[src/rtl/demux_pkg.sv]
// -----------------------------------------------------------------------------
// demux_pkg
// Shared constants for the 1:2 buffered demultiplexer slice.
//   DEMUX_WIDTH : default data word width
//   DEMUX_DEPTH : default per-output FIFO depth (power of two, >= 2)
//   SEL_A/SEL_B : encoding of the per-word steering bit
// -----------------------------------------------------------------------------
package demux_pkg;

  localparam int DEMUX_WIDTH = 32;
  localparam int DEMUX_DEPTH = 2;

  localparam logic SEL_A = 1'b0;
  localparam logic SEL_B = 1'b1;

endpackage : demux_pkg

[src/rtl/sync_fifo_buf.sv]
// -----------------------------------------------------------------------------
// sync_fifo_buf
// Small synchronous FIFO with a show-ahead head and an occupancy count.
// Full/empty come from the count, so the pointers can simply wrap modulo DEPTH.
//
// Ports
//   clk        in   rising-edge clock
//   rst        in   asynchronous active-high reset
//   push       in   write push_data at the tail (ignored when full)
//   push_data  in   WIDTH-bit word to store
//   pop        in   advance the head (ignored when empty)
//   head_data  out  current head word, 0 when empty
//   empty      out  no words stored
//   full       out  DEPTH words stored
//   count      out  occupancy, 0..DEPTH
// -----------------------------------------------------------------------------
module sync_fifo_buf
  import demux_pkg::*;
#(
  parameter  int WIDTH = DEMUX_WIDTH,
  parameter  int DEPTH = DEMUX_DEPTH,
  localparam int CW    = $clog2(DEPTH) + 1
) (
  input  logic             clk,
  input  logic             rst,
  input  logic             push,
  input  logic [WIDTH-1:0] push_data,
  input  logic             pop,
  output logic [WIDTH-1:0] head_data,
  output logic             empty,
  output logic             full,
  output logic [CW-1:0]    count
);

  localparam int PW = $clog2(DEPTH);

  logic [WIDTH-1:0] mem [DEPTH];
  logic [PW-1:0]    rd_ptr;
  logic [PW-1:0]    wr_ptr;
  logic             do_push;
  logic             do_pop;

  assign empty   = (count == '0);
  assign full    = (count == CW'(DEPTH));
  assign do_push = push && !full;
  assign do_pop  = pop && !empty;

  // Empty FIFO presents zero rather than stale storage.
  assign head_data = empty ? '0 : mem[rd_ptr];

  // NOTE: sequential state uses non-blocking assignments so every register
  // samples the pre-edge values, independent of statement order.
  always_ff @(posedge clk or posedge rst) begin
    if (rst) begin
      rd_ptr <= '0;
      wr_ptr <= '0;
      count  <= '0;
    end else begin
      // Power-of-two depth: plain increment wraps modulo DEPTH.
      if (do_push) wr_ptr <= wr_ptr + PW'(1);
      if (do_pop)  rd_ptr <= rd_ptr + PW'(1);
      case ({do_push, do_pop})
        2'b10:   count <= count + CW'(1);
        2'b01:   count <= count - CW'(1);
        default: count <= count;  // idle, or push and pop together
      endcase
    end
  end

  // NOTE: the storage array is deliberately not reset; its contents are only
  // observable through head_data while count says they are valid.
  always_ff @(posedge clk) begin
    if (do_push) mem[wr_ptr] <= push_data;
  end

endmodule : sync_fifo_buf

[src/rtl/demux_32b_1x2_buf.sv]
// -----------------------------------------------------------------------------
// demux_32b_1x2_buf
// Steers one producer stream to consumer A or B by a per-word select bit.
// Each consumer has its own FIFO, so a stalled consumer only blocks words
// bound for itself once its FIFO is full.
//
// Ports
//   clk, rst   rising-edge clock, asynchronous active-high reset
//   in_data    word to steer
//   in_sel     SEL_A (0) routes to A, SEL_B (1) routes to B
//   in_valid   producer offers in_data/in_sel
//   in_ready   selected FIFO has space this cycle
//   a_data/a_valid/a_ready, b_data/b_valid/b_ready   output streams
//   a_count/b_count   per-output occupancy
// -----------------------------------------------------------------------------
module demux_32b_1x2_buf
  import demux_pkg::*;
#(
  parameter  int WIDTH = DEMUX_WIDTH,
  parameter  int DEPTH = DEMUX_DEPTH,
  localparam int CW    = $clog2(DEPTH) + 1
) (
  input  logic             clk,
  input  logic             rst,
  input  logic [WIDTH-1:0] in_data,
  input  logic             in_sel,
  input  logic             in_valid,
  output logic             in_ready,
  output logic [WIDTH-1:0] a_data,
  output logic             a_valid,
  input  logic             a_ready,
  output logic [WIDTH-1:0] b_data,
  output logic             b_valid,
  input  logic             b_ready,
  output logic [CW-1:0]    a_count,
  output logic [CW-1:0]    b_count
);

  logic a_empty, a_full;
  logic b_empty, b_full;
  logic accept;
  logic push_a, push_b;

  // Ready depends only on the select and registered fullness; a pop in the
  // same cycle does not free space, which keeps consumer ready off this path.
  assign in_ready = (in_sel == SEL_B) ? !b_full : !a_full;
  assign accept   = in_valid && in_ready;
  assign push_a   = accept && (in_sel == SEL_A);
  assign push_b   = accept && (in_sel == SEL_B);

  assign a_valid = !a_empty;
  assign b_valid = !b_empty;

  sync_fifo_buf #(.WIDTH(WIDTH), .DEPTH(DEPTH)) u_fifo_a (
    .clk       (clk),
    .rst       (rst),
    .push      (push_a),
    .push_data (in_data),
    .pop       (a_ready),
    .head_data (a_data),
    .empty     (a_empty),
    .full      (a_full),
    .count     (a_count)
  );

  sync_fifo_buf #(.WIDTH(WIDTH), .DEPTH(DEPTH)) u_fifo_b (
    .clk       (clk),
    .rst       (rst),
    .push      (push_b),
    .push_data (in_data),
    .pop       (b_ready),
    .head_data (b_data),
    .empty     (b_empty),
    .full      (b_full),
    .count     (b_count)
  );

endmodule : demux_32b_1x2_buf

[config.mk]
export PLATFORM = sky130hd
export DESIGN_NAME = demux_32b_1x2_buf
export DESIGN_NICKNAME = d
export VERILOG_FILES = /design/src/rtl/demux_pkg.sv /design/src/rtl/sync_fifo_buf.sv /design/src/rtl/demux_32b_1x2_buf.sv
export SDC_FILE = /design/constraint.sdc
export NUM_CORES = 1
export LEC_CHECK = 0
export ABC_AREA = 1
export BUFFER_PORTS_ARGS = -buffer_cell sky130_fd_sc_hd__buf_4
export CAP_MARGIN = 20
export CORE_MARGIN = 2
export CORE_UTILIZATION = 40
export DETAILED_ROUTE_END_ITERATION = 10
export MAX_ROUTING_LAYER = met4
export PLACE_DENSITY = 0.57
export SLEW_MARGIN = 15
export SYNTH_ARGS = -nofsm -noshare
export SYNTH_HDL_FRONTEND = slang
export SYNTH_HIERARCHICAL = 1
export SYNTH_SLANG_ARGS = --single-unit
[constraint.sdc]
create_clock -name clk -period 5.9 [get_ports clk]
set_input_delay 0.59 -clock clk [delete_from_list [all_inputs] [get_ports clk]]
set_output_delay 0.59 -clock clk [all_outputs]
set_load 0.03 [all_outputs]
==> results of run 1 <==
[critical path, stage by stage, from the launching register on]
cell	delay, ns
dfrtp_1	0.32
buf_4	0.34
clkinv_2	0.53
nand2_1	0.19
a21oi_1	0.11
buf_4	0.22
[registers in the layout, indices dropped and copies added (netlist names)]
signal,count
u_fifo_a/count,2
u_fifo_a/mem,64
u_fifo_a/rd_ptr,1
u_fifo_a/wr_ptr,1
u_fifo_b/count,2
u_fifo_b/mem,64
u_fifo_b/rd_ptr,1
u_fifo_b/wr_ptr,1
[worst paths after layout]
| path | from | end | slack, ns |
|---|---|---|---|
| max in group asynchronous | rst | u_fifo_b/rd_ptr | 5.67 |
| worst min register to register | u_fifo_b/wr_ptr | u_fifo_b/wr_ptr | 0.48 |
| worst max-delay path | u_fifo_b/rd_ptr | b_data[31] | 3.17 |
| worst max register to register | u_fifo_b/count[0] | u_fifo_b/mem[1][11] | 3.56 |
| worst min-delay path | rst | u_fifo_b/wr_ptr | 0.07 |
| min in group clk | in_data[6] | u_fifo_b/mem[1][6] | 0.38 |
[synthesized netlist by cell type (3+ instances only)]
cell type  count
edfxtp_1     128
a21oi_2       58
dfrtp_1        8
inv_2          4
nand2_1      146
a21oi_1        6
inv_1         20
buf_6         10
nor2_2         5
buf_2         12
nor2_1         3
[per-layer routing]
layer	share of wire	track usage	vias to the layer above
li1	-	-	1655
met5	0	-	-
met3	0.052	0.0488	19
met1	0.42	0.201	1665
met2	0.51	0.273	84
met4	0.019	0.0718	0
[where the power goes]
part           internal, mW  switching [mW]  total [mW]  leakage, nW
registers              1.21          0.0715        1.29         1.26
logic                 0.599            1.32        1.92         1.20
clock network         0.701           0.384        1.08        0.287
total                  2.51            1.77        4.29         2.74
[cell type report]
cell class	count	area [um^2]
clock buffers	18	429
flip-flops and latches	136	4040
well taps	180	225
multi-input cells	235	1320
clock inverters	14	181
repair buffers	113	868
inverters	26	100
fillers	1190	6660
[kinds of logic (layout without fill, tap and decap cells)]
group | count (synthesis) | in the layout | share of synthesized area
compound gates | 68 | 68 | 0.103
buf+inv | 48 | 171 | 0.0485
simple gates | 163 | 163 | 0.121
fa+ha+maj | 2 | 2 | 0.00445
xor+xnor | 2 | 2 | 0.00312
flops | 136 | 136 | 0.720
[through the flow]
stage / setup slack (ns) / total power, mW / util
after CTS: 3.11 / 4.33 / 0.516
final: 3.17 / 4.29 / 0.518
after floorplan: 2.94 / 2.65 / -
after detailed placement: 3.52 / 3.24 / 0.472
after global routing: 2.94 / 4.50 / 0.518
after global placement: 3.57 / 3.22 / 0.472
==> impl_metrics.json, run 1 <==
{
  "run_status": "finished, final reports clean",
  "avgViaCountPerCell": 4.74,
  "start_util": 0.406,
  "drc": 0,
  "core_um2": 13800,
  "maxCapViolCount": 0,
  "powerDensity_nw_per_um2": 598,
  "n_antenna_cell": 0,
  "syn_to_final_growth_pct": 27.5,
  "yosys.area.top_type": "edfxtp_1",
  "rr_worst_depth": 6,
  "crit_arrival_ns": 2.14,
  "clock-root-buffer": "clkbuf_16",
  "p_leak_nw": 2.74,
  "cts.sinks": 136,
  "vias": 3423,
  "dr.pass1.iters": 4,
  "rsz0062_at_grt": "false",
  "slew_violations": 0,
  "cts_made_buffers": 17,
  "fmaxAchievable_mhz": 366,
  "drive_gt1_frac": 0.406,
  "layout_commonest_cell": "nand2_1",
  "synth_flop_cell": "edfxtp_1",
  "routedWlPerCell_um": 16.3,
  "crit_path_start_kind": "flop",
  "hp-class": "in -> async",
  "synth-seq-area-share": 0.720,
  "synth_edf_count": 128,
  "yosysTopAreaCellShare": 0.684,
  "grt_max_degree": 36,
  "yosys_warnings": 6,
  "crit_required_ns": 5.31,
  "cts_resized": 0,
  "antenna_found_initial": 0,
  "netlist_area_um2": 5620,
  "synth_area_per_cell_um2": 13.4,
  "cts_tree": "built",
  "cts_htree_levels": 4,
  "layout_common_cells": "146 x nand2_1, 128 x edfxtp_1, 112 x buf_4, 58 x a21oi_2, 18 x inv_1",
  "stdcell_area_um2": 7170,
  "path_clk_slew_ns": 0.06,
  "hpwl_mm": 7.23,
  "post_cts_buffers": 0,
  "finalNetCount": 569,
  "min_period_ns": 2.73,
  "place_congestion": 0.751,
  "io_pins": 109,
  "slew_headroom": 0.341,
  "fin_setup_tns_ns": 0,
  "io_buffers": 108,
  "first_global_vias": 3330,
  "finClkSkew_ns": 0.00416,
  "critPathCaptureType": "primary output",
  "hold_buffers": 0,
  "finalCritPeriodShare": 0.463,
  "hold-worst-slack_ns": 0.0725,
  "synth_cells": 419,
  "synth.distinct_cells": 21,
  "row_count": 43,
  "placedCellCount": 689,
  "critPathMaxFanout": 34,
  "final_antenna_net_count": 0,
  "setup_viol": 0,
  "critPathKind": "reg -> out",
  "clock_path_buffers": 2,
  "die_width_um": 123,
  "worstMarginPinSlew_ns": 0.986,
  "grt_pass1_wl_mm": 17.9,
  "synth-async-reset-ratio": 0.0588,
  "place_area_um2": 6530,
  "die_y_um": 123,
  "instances_no_fill": 722,
  "ir_worst_vdd_v": 0.000246,
  "grtUsageTotal": 0.170,
  "die-area_um2": 15000,
  "syn_nets": 459,
  "synth_seq_cells": 136,
  "grt_overflow_total": 0,
  "clk_latency_ns": 0.41,
  "wl_mm": 11.8,
  "first_iter_violations": 203,
  "hold_viol": 0,
  "ys_top_cells_by_area": "edfxtp_1 68%, nand2_1 9.8%, a21oi_2 9.0%, dfrtp_1 3.6%, buf_6 2.0%"
}
Power figures use the tool's default switching activity.
==> run 2, diff against run 1 <==
==> constraint.sdc (replaced) <==
create_clock -name clk -period 2.6 [get_ports clk]
set_input_delay 0.26 -clock clk [delete_from_list [all_inputs] [get_ports clk]]
set_output_delay 0.26 -clock clk [all_outputs]
set_load 0.03 [all_outputs]
==> impl_metrics.json, run 2 (synthesis gave the netlist of run 1 again) <==
{
  "cts_resized": 0,
  "hp-class": "in -> reg",
  "power_frac_seq": 0.309,
  "run_status": "finished, final reports clean",
  "p_switching_mw": 4.00,
  "die-area_um2": 15000,
  "hold_viol": 0,
  "cts.sinks": 136,
  "path_clk_slew_ns": 0.05,
  "io_buffers": 108,
  "combPwrFrac": 0.467,
  "wl_mm": 11.9,
  "post_cts_buffers": 0,
  "layout_common_cells": "146 x nand2_1, 128 x edfxtp_1, 115 x buf_4, 58 x a21oi_2, 18 x inv_1",
  "p_int_mw": 5.46,
  "cts_tree": "built",
  "die_width_um": 123,
  "maxCapViolCount": 0,
  "hpwl_mm": 7.86,
  "fmaxAchievable_mhz": 440,
  "slowest_stage": "dfrtp_1",
  "avgViaCountPerCell": 4.76,
  "crit_top_cell": "buf_4",
  "slew_violations": 0,
  "drc": 0,
  "instances_no_fill": 728,
  "start_util": 0.406,
  "nFillCells": 1203,
  "cp_top_family": "flip-flops",
  "first_global_vias": 3359,
  "io_pins": 109,
  "final_antenna_net_count": 0,
  "fin_setup_tns_ns": 0,
  "crit_path_start_kind": "flop",
  "cpPeakStageDelay_ns": 0.53,
  "cts_htree_levels": 4,
  "die_y_um": 123,
  "grt_max_degree": 34,
  "setup_viol": 0,
  "antenna_found_initial": 0,
  "grt_overflow_total": 0,
  "finalNetCount": 575,
  "power_frac_clock": 0.225,
  "p_sw_frac": 0.423,
  "cts_made_buffers": 17,
  "clk_latency_ns": 0.41,
  "dr.pass1.iters": 4,
  "finClkSkew_ns": 0.00985,
  "worstMarginPinSlew_ns": 0.538,
  "slew_headroom": 0.641,
  "path_depth": 4,
  "grt_pass1_wl_mm": 18.1,
  "crit_arrival_ns": 2.01,
  "syn_to_final_growth_pct": 27.1,
  "p_leak_nw": 2.75,
  "largestRegisters": "u_fifo_a/mem (64), u_fifo_b/mem (64)",
  "place_congestion": 0.775,
  "crit_required_ns": 2.34,
  "pre_cts_slack_ns": 0.522,
  "hold_depth": 1,
  "clock-root-buffer": "clkbuf_16",
  "rsz0062_at_grt": "false",
  "n_antenna_cell": 0,
  "drive_gt1_frac": 0.407,
  "first_iter_violations": 262,
  "ir_worst_vdd_v": 0.000551,
  "hold-worst-slack_ns": 0.0478,
  "min_period_ns": 2.27,
  "core_um2": 13800,
  "path_cells": "nor2_8 > buf_4 > a21oi_1 > buf_4",
  "routedWlPerCell_um": 16.4,
  "critPathKind": "reg -> out",
  "clock_path_buffers": 2,
  "total_power_mw": 9.46,
  "grtUsageTotal": 0.172,
  "rr_worst_depth": 7,
  "placedCellCount": 695,
  "critPathCaptureType": "primary output",
  "path_buf_inv": 2,
  "powerDensity_nw_per_um2": 1320,
  "layout_commonest_cell": "nand2_1",
  "finalCritPeriodShare": 0.874,
  "vias": 3464,
  "layout_setup_ws_ns": 0.329,
  "critPathMaxFanout": 24,
  "row_count": 43
}
==> run 2: changes by cell type in the layout (fill, tap and decap cells not counted), sizes merged <==
cell / previous run / this run
buf: 113 / 118
clkbuf: 18 / 22
bufinv: 4 / 1
clkinvlp: 4 / 1
clkinv: 10 / 11
dlygate4sd3: 0 / 1
inv: 22 / 23
==> run 2: worst reg2reg max path, delay by kind of cell, from the launching register on <==
family / cells / cell delay (ns)
AO/OA/AOI/OAI: 1 / 0.13
flip-flops: 1 / 0.61
AND/OR/NAND/NOR: 4 / 0.77
buffers and inverters: 2 / 0.30
==> run 2: power by group through the flow <==
stage | sequential, mW | combinational, mW | clock [mW]
after floorplan | 2.96 | 3.05 | 0
after global placement | 2.95 | 4.45 | 0
after detailed placement | 2.96 | 4.48 | 0
after CTS | 2.92 | 4.49 | 2.18
after global routing | 2.95 | 4.74 | 2.27
final | 2.92 | 4.41 | 2.13
==> run 2: routing by layer <==
metal  vias up  share of wire  GRT usage
met4         0          0.022     0.0826
li1       1676              -          -
met1      1672           0.45      0.217
met5         -              0          -
met2        97           0.48      0.260
met3        19          0.054     0.0451
==> run 2: stage by stage <==
step                 util  area, um^2
floorplan               -        5620
global placement    0.478        6610
detailed placement  0.478        6610
CTS                 0.517        7140
global route        0.517        7140
finish              0.517        7140
==> run 2: what timing repair did <==
action                                  4_1_cts  5_1_grt
hold endpoints to repair                      8        0
hold buffers                                  1        0
endpoints found under the setup margin        0        0
==> run 2: final cells by class <==
type / instances / area [um^2] / share of cell area
Multi-Input combinational cell: 235 / 1320 / 0.184
Inverter: 26 / 100 / 0.0140
Tap cell: 180 / 225 / 0.0315
Sequential cell: 136 / 4040 / 0.566
Clock buffer: 22 / 444 / 0.0622
Timing Repair Buffer: 119 / 933 / 0.131
Clock inverter: 10 / 80.1 / 0.0112
==> run 2: worst paths after layout <==
check	start	to	slack (ns)
max	u_fifo_b/count[0]	b_data[31]	0.33
min	in_data[0]	u_fifo_b/mem[0][0]	0.05
max reg2reg	u_fifo_b/count[0]	u_fifo_b/mem[1][3]	0.49
min reg2reg	u_fifo_a/wr_ptr	u_fifo_a/wr_ptr	0.49
max in group asynchronous	rst	u_fifo_a/wr_ptr	2.11
min in group asynchronous	rst	u_fifo_b/count[1]	0.31
==> run 3, diff against run 2 <==
--- a/config.mk
+++ b/config.mk
@@ -16,5 +16,4 @@
 export SLEW_MARGIN = 15
 export SYNTH_ARGS = -nofsm -noshare
 export SYNTH_HDL_FRONTEND = slang
-export SYNTH_HIERARCHICAL = 1
 export SYNTH_SLANG_ARGS = --single-unit
==> impl_metrics.json, run 3 <==
{
  "yosys.area.top_type": "edfxtp_1",
  "routedWlPerCell_um": 17.2,
  "wl_mm": 12.2,
  "clk_latency_ns": 0.41,
  "yosysMostFrequentCell": "nand2_1",
  "die_width_um": 119,
  "critPathKind": "reg -> out",
  "first_global_vias": 3447,
  "hold_viol": 0,
  "post_cts_buffers": 0,
  "cts_htree_levels": 4,
  "finalCritPeriodShare": 0.909,
  "core_um2": 12700,
  "path_clk_slew_ns": 0.06,
  "die_y_um": 119,
  "crit_required_ns": 2.34,
  "ys_top_cells_by_count": "149 x nand2_1, 128 x edfxtp_1, 64 x a21oi_1, 17 x buf_2, 14 x inv_1",
  "n_antenna_cell": 0,
  "slew_headroom": 0.483,
  "finalNetCount": 566,
  "netlist_area_um2": 5260,
  "grt_overflow_total": 0,
  "run_status": "finished, final reports clean",
  "first_iter_violations": 159,
  "place_congestion": 0.754,
  "final_antenna_net_count": 0,
  "slew_violations": 0,
  "critPathMaxFanout": 33,
  "worstMarginPinSlew_ns": 0.775,
  "clock-root-buffer": "clkbuf_16",
  "drc": 0,
  "layout_commonest_cell": "nand2_1",
  "pre_cts_slack_ns": 0.661,
  "antenna_found_initial": 0,
  "crit_arrival_ns": 2.10,
  "syn_nets": 449,
  "ys_top_cells_by_area": "edfxtp_1 73%, nand2_1 11%, a21oi_1 6.1%, dfrtp_1 3.8%, buf_2 1.6%",
  "setup_viol": 0,
  "fin_setup_tns_ns": 0,
  "drive_gt1_frac": 0.292,
  "rsz0062_at_grt": "false",
  "syn_to_final_growth_pct": 30.0,
  "total_power_mw": 9.11,
  "synth-seq-area-share": 0.769,
  "hp-class": "in -> reg",
  "layout_setup_ws_ns": 0.235,
  "start_util": 0.413,
  "post-route-util": 0.537,
  "vias": 3463,
  "cts_tree": "built",
  "grtUsageTotal": 0.183,
  "nFillCells": 1121,
  "dr.pass1.iters": 4,
  "synth_cells": 409,
  "finClkSkew_ns": 0.0110,
  "grt_max_degree": 34,
  "yosys_warnings": 0,
  "synth_area_per_cell_um2": 12.9,
  "cts_made_buffers": 17,
  "avgViaCountPerCell": 4.88,
  "reg2reg_setup_slack_ns": 0.68,
  "largestRegisters": "u_fifo_a.mem (64), u_fifo_b.mem (64)",
  "clock_path_buffers": 2,
  "synth.distinct_cells": 18,
  "maxCapViolCount": 0,
  "fmaxAchievable_mhz": 423,
  "synth_flop_cell": "edfxtp_1",
  "synth_seq_cells": 136,
  "critPathCaptureType": "primary output",
  "layout_common_cells": "149 x nand2_1, 128 x edfxtp_1, 116 x buf_4, 64 x a21oi_1, 17 x clkbuf_16",
  "min_period_ns": 2.36,
  "p_leak_nw": 2.70,
  "row_count": 41,
  "crit_path_start_kind": "flop",
  "powerDensity_nw_per_um2": 1330,
  "synth_edf_count": 128,
  "io_buffers": 108,
  "hpwl_mm": 7.36,
  "grt_pass1_wl_mm": 19.0,
  "yosysTopAreaCellShare": 0.731,
  "cts.sinks": 136,
  "die-area_um2": 14100,
  "ir_worst_vdd_v": 0.000620,
  "io_pins": 109,
  "synth-async-reset-ratio": 0.0588
}
==> run 3: timing repair <==
item                      in CTS  in global routing
hold buffers                   1                  0
resized for setup              0                  0
hold endpoints to repair       8                  0
==> run 3: path summary, 6_finish.rpt <==
path                                   start                  end  cells past startpoint
setup / recovery             u_fifo_b.rd_ptr           b_data[21]                      4
hold / removal                   in_data[13]  u_fifo_b.mem[0][13]                      1
setup reg to reg           u_fifo_a.count[0]   u_fifo_a.mem[0][5]                      5
hold reg to reg              u_fifo_a.wr_ptr      u_fifo_a.wr_ptr                      2
max in group asynchronous                rst      u_fifo_b.rd_ptr                      3
min in group asynchronous                rst    u_fifo_b.count[1]                      3
==> run 3: layout make-up <==
type / instances / area [um^2] / area share
clock inverter: 13 / 133 / 0.0194
multi-input combinational: 233 / 1030 / 0.151
clock buffer: 18 / 429 / 0.0628
timing repair buffer: 118 / 901 / 0.132
tap: 172 / 215 / 0.0315
inverter: 20 / 77.6 / 0.0114
sequential: 136 / 4040 / 0.592
==> run 3: layer usage <==
metal  global-route usage  vias up  routed length (um)
li1                     -     1653                   -
met1                0.238     1683                5580
met2                0.287      121                5880
met3               0.0468        6                 677
met4               0.0461        0                  76
met5                    -        -                   0
==> run 3: metrics by stage <==
step / cells / cell area, um^2 / hold WS, ns
after CTS: 710 / 6830 / 0.0495
after global routing: 710 / 6830 / 0.0405
final: 710 / 6830 / 0.0571
after floorplan: 409 / 5260 / 0.0757
after global placement: 678 / 6260 / 0.244
after detailed placement: 678 / 6260 / 0.245
==> run 3: logic make-up (layout without fill, tap and decap cells) <==
family	after synthesis	after routing	synth area share
AND/OR/NAND/NOR	163	163	0.123
flip-flops	136	136	0.769
AO/OA/AOI/OAI	66	66	0.0628
buffers and inverters	40	169	0.0367
adder cells (fa/ha/maj)	2	2	0.00476
XOR/XNOR	2	2	0.00333
==> run 3: worst max-delay path, cell delays in order (launching register included) <==
cell      delay [ns]
dfrtp_1         0.61
clkinv_2        0.57
nand2_1         0.18
a21oi_1         0.12
buf_4           0.20
==> run 3: power by group <==
| part | switching [mW] | internal [mW] |
|---|---|---|
| Clock | 0.860 | 1.40 |
| Sequential | 0.161 | 2.74 |
| Combinational | 2.73 | 1.22 |
